--- src/rtl/register_access_sequencer_if.sv ---
// Request and register-bank signals of the register access sequencer.
// The sequencer side uses the slave modport; requester and bank use master.
interface register_access_sequencer_if;
   logic       start;
   logic [2:0] opcode;
   logic [2:0] reg_sel;
   logic [7:0] acc_in;
   logic       ready;
   logic       done;
   logic       err;
   logic [7:0] acc_out;
   logic       acc_we;
   logic       branch;
   logic       write_data;
   logic       read_data;
   logic [2:0] reg_in_select;
   logic [2:0] reg_out_select;
   logic [7:0] reg_in_data;
   logic [7:0] reg_out_data;

   modport master (
      output start, opcode, reg_sel, acc_in, reg_out_data,
      input  ready, done, err, acc_out, acc_we, branch,
      input  write_data, read_data, reg_in_select,
      input  reg_out_select, reg_in_data
   );

   modport slave (
      input  start, opcode, reg_sel, acc_in, reg_out_data,
      output ready, done, err, acc_out, acc_we, branch,
      output write_data, read_data, reg_in_select,
      output reg_out_select, reg_in_data
   );
endinterface

--- src/rtl/register_access_sequencer.sv ---
// Sequences accumulator/register-bank operations (MOV, XCH, INC, DEC, DJNZ)
// as IDLE -> READ -> WRITE -> DONE over an 8-entry register bank.
module register_access_sequencer (
   input  logic                         clock,
   input  logic                         reset,
   register_access_sequencer_if.slave   bus
);
   localparam logic [2:0] OP_MOV_AR = 3'b000;
   localparam logic [2:0] OP_MOV_RA = 3'b001;
   localparam logic [2:0] OP_XCH    = 3'b010;
   localparam logic [2:0] OP_INC    = 3'b011;
   localparam logic [2:0] OP_DEC    = 3'b100;
   localparam logic [2:0] OP_DJNZ   = 3'b101;

   typedef enum logic [1:0] {IDLE, READ, WRITE, DONE} state_t;

   state_t     state;
   logic [2:0] op_q;
   logic [2:0] sel_q;
   logic [7:0] acc_q;
   logic [7:0] temp;
   logic [7:0] temp_dec;

   assign bus.ready = (state == IDLE);
   assign temp_dec  = temp - 8'd1;

   always_ff @(posedge clock) begin
      if (reset) begin
         state              <= IDLE;
         op_q               <= '0;
         sel_q              <= '0;
         acc_q              <= '0;
         temp               <= '0;
         bus.acc_out        <= '0;
         bus.branch         <= 1'b0;
         bus.done           <= 1'b0;
         bus.err            <= 1'b0;
         bus.acc_we         <= 1'b0;
         bus.read_data      <= 1'b0;
         bus.write_data     <= 1'b0;
         bus.reg_in_select  <= '0;
         bus.reg_out_select <= '0;
         bus.reg_in_data    <= '0;
      end else begin
         // Strobes and bank controls are valid for one state only
         bus.done           <= 1'b0;
         bus.err            <= 1'b0;
         bus.acc_we         <= 1'b0;
         bus.read_data      <= 1'b0;
         bus.write_data     <= 1'b0;
         bus.reg_in_select  <= '0;
         bus.reg_out_select <= '0;
         bus.reg_in_data    <= '0;
         unique case (state)
            IDLE: begin
               if (bus.start) begin
                  op_q  <= bus.opcode;
                  sel_q <= bus.reg_sel;
                  acc_q <= bus.acc_in;
                  unique case (1'b1)
                     bus.opcode == OP_MOV_RA: begin
                        state             <= WRITE;
                        bus.write_data    <= 1'b1;
                        bus.reg_in_select <= bus.reg_sel;
                        bus.reg_in_data   <= bus.acc_in;
                     end
                     bus.opcode[2:1] == 2'b11: begin
                        state      <= DONE;
                        bus.done   <= 1'b1;
                        bus.err    <= 1'b1;
                        bus.branch <= 1'b0;
                     end
                     default: begin
                        state              <= READ;
                        bus.read_data      <= 1'b1;
                        bus.reg_out_select <= bus.reg_sel;
                     end
                  endcase
               end
            end
            READ: begin
               temp <= bus.reg_out_data;
               if (op_q == OP_MOV_AR) begin
                  state       <= DONE;
                  bus.done    <= 1'b1;
                  bus.acc_we  <= 1'b1;
                  bus.acc_out <= bus.reg_out_data;
                  bus.branch  <= 1'b0;
               end else begin
                  state             <= WRITE;
                  bus.write_data    <= 1'b1;
                  bus.reg_in_select <= sel_q;
                  unique case (1'b1)
                     op_q == OP_XCH: bus.reg_in_data <= acc_q;
                     op_q == OP_INC: bus.reg_in_data <= bus.reg_out_data + 8'd1;
                     default:        bus.reg_in_data <= bus.reg_out_data - 8'd1;
                  endcase
               end
            end
            WRITE: begin
               state      <= DONE;
               bus.done   <= 1'b1;
               bus.branch <= (op_q == OP_DJNZ) && (temp_dec != 8'd0);
               if (op_q == OP_XCH) begin
                  bus.acc_out <= temp;
                  bus.acc_we  <= 1'b1;
               end
            end
            DONE: state <= IDLE;
            default: state <= IDLE;
         endcase
      end
   end
endmodule

--- src/flat_wrapper.sv ---
// flat-port wrapper written by rule: the top's interface ports become plain ports
module register_access_sequencer_flat 
  (clock, reset, bus_start, bus_opcode, bus_reg_sel, bus_acc_in, bus_reg_out_data, bus_ready, bus_done, bus_err, bus_acc_out, bus_acc_we, bus_branch, bus_write_data, bus_read_data, bus_reg_in_select, bus_reg_out_select, bus_reg_in_data);
  register_access_sequencer_if bus_i ();
  input  logic clock;
  input  logic reset;
  input wire logic [$bits(bus_i.start)-1:0] bus_start;
  input wire logic [$bits(bus_i.opcode)-1:0] bus_opcode;
  input wire logic [$bits(bus_i.reg_sel)-1:0] bus_reg_sel;
  input wire logic [$bits(bus_i.acc_in)-1:0] bus_acc_in;
  input wire logic [$bits(bus_i.reg_out_data)-1:0] bus_reg_out_data;
  output wire logic [$bits(bus_i.ready)-1:0] bus_ready;
  output wire logic [$bits(bus_i.done)-1:0] bus_done;
  output wire logic [$bits(bus_i.err)-1:0] bus_err;
  output wire logic [$bits(bus_i.acc_out)-1:0] bus_acc_out;
  output wire logic [$bits(bus_i.acc_we)-1:0] bus_acc_we;
  output wire logic [$bits(bus_i.branch)-1:0] bus_branch;
  output wire logic [$bits(bus_i.write_data)-1:0] bus_write_data;
  output wire logic [$bits(bus_i.read_data)-1:0] bus_read_data;
  output wire logic [$bits(bus_i.reg_in_select)-1:0] bus_reg_in_select;
  output wire logic [$bits(bus_i.reg_out_select)-1:0] bus_reg_out_select;
  output wire logic [$bits(bus_i.reg_in_data)-1:0] bus_reg_in_data;
  assign bus_i.start = bus_start;
  assign bus_i.opcode = bus_opcode;
  assign bus_i.reg_sel = bus_reg_sel;
  assign bus_i.acc_in = bus_acc_in;
  assign bus_i.reg_out_data = bus_reg_out_data;
  assign bus_ready = bus_i.ready;
  assign bus_done = bus_i.done;
  assign bus_err = bus_i.err;
  assign bus_acc_out = bus_i.acc_out;
  assign bus_acc_we = bus_i.acc_we;
  assign bus_branch = bus_i.branch;
  assign bus_write_data = bus_i.write_data;
  assign bus_read_data = bus_i.read_data;
  assign bus_reg_in_select = bus_i.reg_in_select;
  assign bus_reg_out_select = bus_i.reg_out_select;
  assign bus_reg_in_data = bus_i.reg_in_data;
  register_access_sequencer u_core (.clock(clock), .reset(reset), .bus(bus_i));
endmodule
--- config.mk ---
export PLATFORM = sky130hd
export DESIGN_NAME = register_access_sequencer_flat
export DESIGN_NICKNAME = d
export VERILOG_FILES = /design/src/rtl/register_access_sequencer_if.sv /design/src/rtl/register_access_sequencer.sv /design/src/flat_wrapper.sv
export SDC_FILE = /design/constraint.sdc
export NUM_CORES = 1
export LEC_CHECK = 0
export ABC_AREA = 1
export ABC_CLOCK_PERIOD_IN_PS = 2000
export BUFFER_PORTS_ARGS = -buffer_cell sky130_fd_sc_hd__buf_2
export CORE_MARGIN = 2
export CORE_UTILIZATION = 29
export CTS_CLUSTER_SIZE = 10
export DETAILED_ROUTE_END_ITERATION = 7
export GPL_ROUTABILITY_DRIVEN = 1
export GPL_TIMING_DRIVEN = 0
export PLACE_DENSITY = 0.58
export REMOVE_ABC_BUFFERS = 1
export SLEW_MARGIN = 20
export SYNTH_ARGS = -nofsm -noshare
export SYNTH_HDL_FRONTEND = slang
export SYNTH_SLANG_ARGS = --single-unit
--- constraint.sdc ---
create_clock -name clock -period 2 [get_ports clock]
set_input_delay 0.2 -clock clock [delete_from_list [all_inputs] [get_ports clock]]
set_output_delay 0.2 -clock clock [all_outputs]
set_load 0.02 [all_outputs]
==> results.yml, run 1 <==
outcome:
  outcome: "complete, no violations"
power_and_ir_drop:
  power.ir.vdd_worst_mv: 0.344
  seq_power_share: 0.470
  clockPowerShare: 0.256
  p_sw_frac: 0.356
  power_density_nw_per_um2: 853
  combPwrFrac: 0.274
  totalPowerFinal_mw: 2.55
  switching_power_mw: 0.909
  cell_internal_pwr_mw: 1.65
  p_leak_nw: 1.39
floorplanning:
  die_height_um: 97.2
  io-pin-count: 54
  core_area_um2: 8300
  floorplan.die.width_um: 97.2
  floorplan.rows: 33
  initial_utilization: 0.303
  floorplan.die_area_um2: 9450
setup_path:
  timing.critical_path.slowest_cell_delay_ns: 0.35
  startpoint_type: "flop"
  worstSetupEndpointType: "flop"
  critPathMaxFanout: 9
  critical_path.reg2reg.endpoint: "u_core.bus.reg_in_data[6]"
  cpMostUsedCell: "nand2_1"
  rrSetupSlack_ns: 0.12
  worstPathRequired_ns: 2.17
  worst_setup_path_startpoint: "u_core.op_q[2]"
  r2r-start: "u_core.op_q[2]"
  r2r_depth: 10
  cp_data_arrival_time_ns: 2.05
  timing.critical_path.cells: "inv_1 > nand3_4 > ha_2 > or2_2 > nand3b_1 > nand2_1 > nand2_1 > nand3_1 > nand2_1 > a21oi_1"
  timing.setup.critical_path_class: "reg2reg"
  cp_slowest_cell: "dfxtp_1"
routing:
  detail-route-antenna-nets: 0
  drc: 0
  routed_length_per_placed_instance_um: 11.7
  detailedRoute.firstPassIterationCount: 4
  via_per_inst: 4.58
  drt_iter0_drc: 86
  dr_total_vias: 2302
  routed_wl_um: 5870
synth:
  ys_types: 34
  ys_seq_elements: 52
  yosysSeqAreaShare: 0.413
  netlist_area_before_placement_um2: 2520
  syn-mean-instance-area_um2: 7.22
  synthesis.instances: 349
  ys.warnings.count: 0
grt:
  globalRouteOverflowTotal: 0
  grt_max_degree: 33
  met3_usage: 0.0259
  antenna_found_initial: 0
  met2_usage: 0.218
  gr-max-usage-layer: "met2"
  globalRouteTotalUtil: 0.129
  grt_pass1_vias: 2225
  first_pass_grt_wire_length_um: 10400
  grtUsageMet1: 0.168
timing:
  finalSetupViolations: 0
  rsz_0062_raised_after_global_routing: "true"
  final.min_clock_period_ns: 1.88
  tightest_slew_margin_relative_to_the_limit: 0.613
  layout_setup_ws_ns: 0.124
  timing.final.crit_share: 0.938
  maxClockFrequency_mhz: 533
  worst-slew-pin-transition_ns: 0.580
  drv_slew: 0
  clock_skew_ns: 0.0135
  finalHoldViolCount: 0
clocking:
  cts-root-buf: "clkbuf_8"
  clkLatencyLatePin_ns: 0.31
  numCtsBuffers: 5
  cts_setup_buffers: 0
  cts_htree_levels: 2
  cts_tree: "done"
  clk_transition_reported_paths_ns: 0.11
  clock_sinks: 52
  clock_path_buffers: 2
place:
  pre_cts_ws_ns: -0.201
  routabilityCongestion: 0.823
  hpwl_um: 4450
  place.port_buffers: 53
finish:
  count_of_nets_after_finishing: 434
  areaGrowthSynthToFinish_pct: 18.8
  num_antenna_cells: 0
  post_route_cells_drive_above_1_share: 0.216
  num-fill-cells: 902
hold_path:
  timing.hold.worst.start: "bus_reg_sel[1]"
  min_to: "u_core.bus.reg_out_select[1]"
  min_path_type: "in2reg"
  worst_hold_path.num_cells: 3
job:
  max-cap-violations: 0
## metrics by stage
step	cell area, um^2	setup TNS, ns	std cells	hold WS, ns	util
floorplan	2460	0	337	0.262	-
global placement	2850	-0.494	495	0.444	0.344
detailed placement	2850	-0.738	495	0.445	0.344
CTS	2960	0	503	0.0978	0.357
global route	2990	-0.0400	503	0.103	0.361
finish	2990	0	503	0.109	0.361
## state kept, by name, summed over array words and instances (netlist names)
register                   count
u_core.acc_q                   8
u_core.op_q                    3
u_core.bus.reg_in_data         8
u_core.bus.reg_in_select       3
u_core.bus.reg_out_select      3
u_core.bus.err                 1
u_core.bus.acc_out             8
u_core.bus.acc_we              1
u_core.sel_q                   3
u_core.bus.read_data           1
u_core.bus.write_data          1
u_core.bus.done                1
u_core.bus.branch              1
u_core.state                   2
u_core.temp                    8
## cells in the mapped netlist, drive strengths merged
cell type | n | share of area
nor2 | 49 | 0.077
nand3 | 22 | 0.048
nor4 | 2 | 0.0050
or2 | 2 | 0.0050
a221oi | 1 | 0.0035
clkinv | 2 | 0.0050
inv | 35 | 0.052
ha | 11 | 0.055
dfxtp | 52 | 0.41
a21oi | 33 | 0.067
a22oi | 2 | 0.0060
o21ai | 31 | 0.063
a31oi | 1 | 0.0025
nor3 | 4 | 0.012
fa | 1 | 0.0079
buf | 8 | 0.018
nand3b | 3 | 0.0089
nand2 | 82 | 0.13
xnor2 | 1 | 0.0035
clkbuf | 4 | 0.0060
o211ai | 2 | 0.0099
nand4 | 1 | 0.0025
## placed cells by master, fill, tap and decap left out, types with 2 or more instances in the layout
| master | synthesis | final |
|---|---|---|
| inv_6 | 0 | 2 |
| or2_2 | 2 | 2 |
| a21oi_1 | 32 | 31 |
| o21ai_0 | 29 | 29 |
| nand3b_1 | 3 | 3 |
| inv_1 | 31 | 31 |
| nand3_2 | 2 | 2 |
| nand2_4 | 2 | 3 |
| inv_2 | 4 | 3 |
| nor2_1 | 47 | 47 |
| nand3_1 | 20 | 19 |
| nor3_2 | 2 | 2 |
| dfxtp_1 | 52 | 52 |
| buf_2 | 7 | 53 |
| nor3_1 | 2 | 2 |
| a22oi_1 | 2 | 2 |
| clkbuf_8 | 0 | 5 |
| o211ai_2 | 2 | 2 |
| nor4_1 | 2 | 2 |
| a21oi_2 | 1 | 2 |
| nand2_1 | 79 | 78 |
| ha_1 | 11 | 9 |
## worst max-delay path by stage
stage / end / slack (ns) / cells after the start
3_5_place_dp: u_core.state[1] / -0.20 / 8
4_1_cts: u_core.bus.reg_in_data[6] / 0.02 / 10
6_report: u_core.bus.reg_in_data[6] / 0.12 / 10
5_1_grt: u_core.bus.reg_in_data[6] / -0.04 / 10
2_1_floorplan: u_core.state[1] / 0.15 / 8
3_3_place_gp: u_core.state[1] / -0.18 / 8
## cells by family after synthesis
family	Yosys count	share of synthesized area
fa+ha+maj	12	0.0626
flops	52	0.413
buf+inv	49	0.0815
compound gates	70	0.152
xor+xnor	1	0.00348
simple gates	165	0.287
## final cells by class
class / instances / area [um^2] / share of cell area
multi-input combinational: 248 / 1310 / 0.438
sequential: 52 / 1040 / 0.348
timing repair buffer: 53 / 265 / 0.0886
inverter: 37 / 146 / 0.0489
tap: 105 / 131 / 0.0439
clock buffer: 5 / 68.8 / 0.0230
clock inverter: 3 / 28.8 / 0.00962
## critical path: cells and delay by family (launching register included)
family                     cells  cell delay (ns)
adders and majority gates      1             0.35
buffers and inverters          1             0.13
AOI/OAI and AO/OA              1             0.05
and+or+nand+nor                7             0.85
DFF                            1             0.35
## power groups by stage
| stage | registers [mW] | logic, mW | clock network, mW |
|---|---|---|---|
| 2_1_floorplan | 1.28 | 0.422 | 0 |
| 3_3_place_gp | 1.22 | 0.679 | 0 |
| 3_5_place_dp | 1.22 | 0.690 | 0 |
| 4_1_cts | 1.20 | 0.694 | 0.683 |
| 5_1_grt | 1.22 | 0.799 | 0.728 |
| 6_report | 1.20 | 0.700 | 0.653 |
## routing by layer
layer | wire [um] | up-vias
met2 | 2800 | 43
li1 | - | 1220
met5 | 0 | -
met3 | 214 | 5
met1 | 2810 | 1034
met4 | 46 | 0
## what timing repair did
action	CTS	global route
hold buffers	0	0
endpoints found under the setup margin	10	10
hold endpoints to repair	0	0
resized for setup	2	7
(Power assumes the default switching activity.)
==> run 2, diff against run 1 <==
Settings changed: ABC_AREA 1 to unset, CTS_CLUSTER_SIZE 10 to 14.
==> results.yml, run 2 <==
outcome:
  outcome: "finished, violations left"
  violations_in_the_final_reports: "negative setup slack"
routing:
  routed.top_layer: "met4"
  dr_total_vias: 2149
  detail-route-antenna-nets: 0
  sum_of_met3_wire_segment_lengths_after_detailed_routing_um: 341
  drt_iter0_drc: 122
  routed_wl_um: 5990
  wl_met2_um: 2700
  m1WireLength_um: 2870
  detailedRoute.firstPassIterationCount: 4
  drc: 0
  via_per_inst: 4.97
  routed_length_per_placed_instance_um: 13.9
clocking:
  clkLatencyLatePin_ns: 0.31
  clock_path_buffers: 2
  cts-root-buf: "clkbuf_8"
  cts_tree: "done"
  numCtsBuffers: 5
  clk_transition_reported_paths_ns: 0.10
  cts_htree_levels: 2
  clock_sinks: 52
synth:
  synth_top_cell_by_area: "dfxtp_1"
  synth_most_common_cell: "dfxtp_1"
  ys_seq_elements: 52
  ys_dominant_reg_cell: "dfxtp_1"
  synthesis.instances: 275
  ys.warnings.count: 0
  synth_async_sr_flop_share: 0
  ys_top_cells_by_area: "dfxtp_1, mux2i_1, nand2_1"
  netlist_area_before_placement_um2: 2440
  synth_enable_flop_cells: 0
  synthDominantCellAreaShare: 0.426
  synth_top_cells_by_count: "dfxtp_1, nand2_1, nor2_1, a21oi_1, mux2i_1"
  yosysSeqAreaShare: 0.426
  syn-mean-instance-area_um2: 8.88
  ys_types: 45
hold_path:
  min_path_type: "in2reg"
  timing.hold.worst.start: "bus_reg_sel[0]"
  worst_hold_path.num_cells: 2
  min_to: "u_core.bus.reg_out_select[0]"
timing:
  worst-slew-pin-transition_ns: 0.857
  finalHoldViolCount: 0
  tightest_slew_margin_relative_to_the_limit: 0.427
  final.min_clock_period_ns: 2.11
  drv_slew: 0
  clock_skew_ns: 0.00644
  rsz_0062_raised_after_global_routing: "true"
  maxClockFrequency_mhz: 474
  setup_total_negative_slack_ns: -0.109
  timing.final.crit_share: 1.05
  layout_setup_ws_ns: -0.109
  finalSetupViolations: 1
setup_path:
  rrSetupSlack_ns: -0.11
  startpoint_type: "flop"
  timing.setup.critical_path_class: "reg2reg"
  r2r-start: "u_core.op_q[2]"
  critPathMaxFanout: 7
  worstPathRequired_ns: 2.21
  r2r_depth: 8
  worstSetupEndpointType: "flop"
  cp_data_arrival_time_ns: 2.32
  critical_path.reg2reg.endpoint: "u_core.bus.reg_in_data[7]"
floorplanning:
  floorplan.die.width_um: 95.7
  io-pin-count: 54
  die_height_um: 95.7
  floorplan.rows: 33
  initial_utilization: 0.299
  floorplan.die_area_um2: 9170
  core_area_um2: 8180
finish:
  areaGrowthSynthToFinish_pct: 24.0
  post_route_non_filler_standard_cell_count: 432
  layout_common_cells: "buf_2, dfxtp_1, nand2_1, nor2_1, a21oi_1"
  num_antenna_cells: 0
  layout_commonest_cell: "buf_2"
  final_design_area_no_fill_um2: 3030
  count_of_nets_after_finishing: 363
  post_route_cells_drive_above_1_share: 0.284
grt:
  grt_max_degree: 42
  antenna_found_initial: 0
  globalRouteTotalUtil: 0.130
  first_pass_grt_wire_length_um: 9200
  globalRouteOverflowTotal: 0
  grt_pass1_vias: 1879
place:
  routabilityCongestion: 0.807
  hpwl_um: 4110
  placed_cell_area_um2: 2770
  total_instance_count_after_detailed_placement: 419
  place.port_buffers: 53
job:
  max-cap-violations: 0
power_and_ir_drop:
  power.ir.vdd_worst_mv: 0.360
  p_leak_nw: 1.21
  power_density_nw_per_um2: 1210
## run 2: cell count changes in the layout (fill, tap and decap cells not counted), sizes merged, moves of 4 or more
cell    previous run  this run
mux2i              0        20
inv               38         5
and2               0         5
buf               53        58
and3               0         4
o21ai             31         9
nor2              49        30
nand2             82        39
a21oi             33        27
nand3             22         5
a211oi             0        12
## run 2: worst max path at each step
stage / depth (start not counted) / slack [ns] / from / to
final: 8 / -0.11 / u_core.op_q[2] / u_core.bus.reg_in_data[7]
after global placement: 6 / -0.67 / u_core.op_q[1] / u_core.bus.reg_in_data[7]
after floorplan: 6 / -0.30 / u_core.op_q[1] / u_core.bus.reg_in_data[7]
after global routing: 8 / -0.17 / u_core.op_q[2] / u_core.bus.reg_in_data[7]
after CTS: 7 / -0.10 / u_core.op_q[2] / u_core.bus.reg_in_data[7]
after detailed placement: 6 / -0.69 / u_core.op_q[1] / u_core.bus.reg_in_data[7]
## run 2: what timing repair did
action	CTS	global route
setup endpoints to repair	20	22
hold buffers	0	0
resized for setup	10	15
hold endpoints to repair	0	0
setup buffers	5	0
pin swaps	3	2
## run 2: power by group
| part | switching, mW | leakage [nW] | internal, mW | total [mW] |
|---|---|---|---|---|
| clock network | 0.378 | 0.0548 | 0.378 | 0.756 |
| logic | 0.919 | 0.731 | 0.614 | 1.53 |
| registers | 0.124 | 0.426 | 1.26 | 1.38 |
| total | 1.42 | 1.21 | 2.25 | 3.67 |
## run 2: layout make-up
type / count / area [um^2]
clock buffers: 5 / 68.8
clock inverters: 3 / 46.3
fillers: 886 / 5150
inverters: 4 / 15.0
multi-input cells: 205 / 1400
flip-flops and latches: 52 / 1050
well taps: 105 / 131
repair buffers: 58 / 315
## run 2: cell families after synthesis
logic type | count (synthesis) | synth area share
muxes | 20 | 0.0820
xor gates and xnor gates | 2 | 0.00718
AOI/OAI and AO/OA | 67 | 0.182
and+or+nand+nor | 104 | 0.205
adders and majority gates | 12 | 0.0646
DFF | 52 | 0.426
buffers and inverters | 18 | 0.0333
## run 2: metrics by stage
stage	utilization	setup slack (ns)	power, mW	hold WS (ns)
finish	0.370	-0.109	3.67	0.116
global route	0.370	-0.172	3.90	0.108
CTS	0.362	-0.102	3.63	0.113
detailed placement	0.339	-0.691	2.81	0.445
global placement	0.339	-0.675	2.78	0.438
floorplan	-	-0.295	2.41	0.265
## run 2: critical path, cell delays in order (launching register included)
cell,delay [ns]
dfxtp_4,0.38
nand3b_1,0.15
buf_4,0.17
buf_4,0.14
ha_1,0.18
a21oi_2,0.21
a211oi_1,0.12
or3_1,0.38
a32o_1,0.27
## run 2: routing by layer
layer,vias up,global-route usage
li1,1081,-
met1,1010,0.182
met4,0,0.0357
met5,-,0
met2,50,0.202
met3,8,0.0305
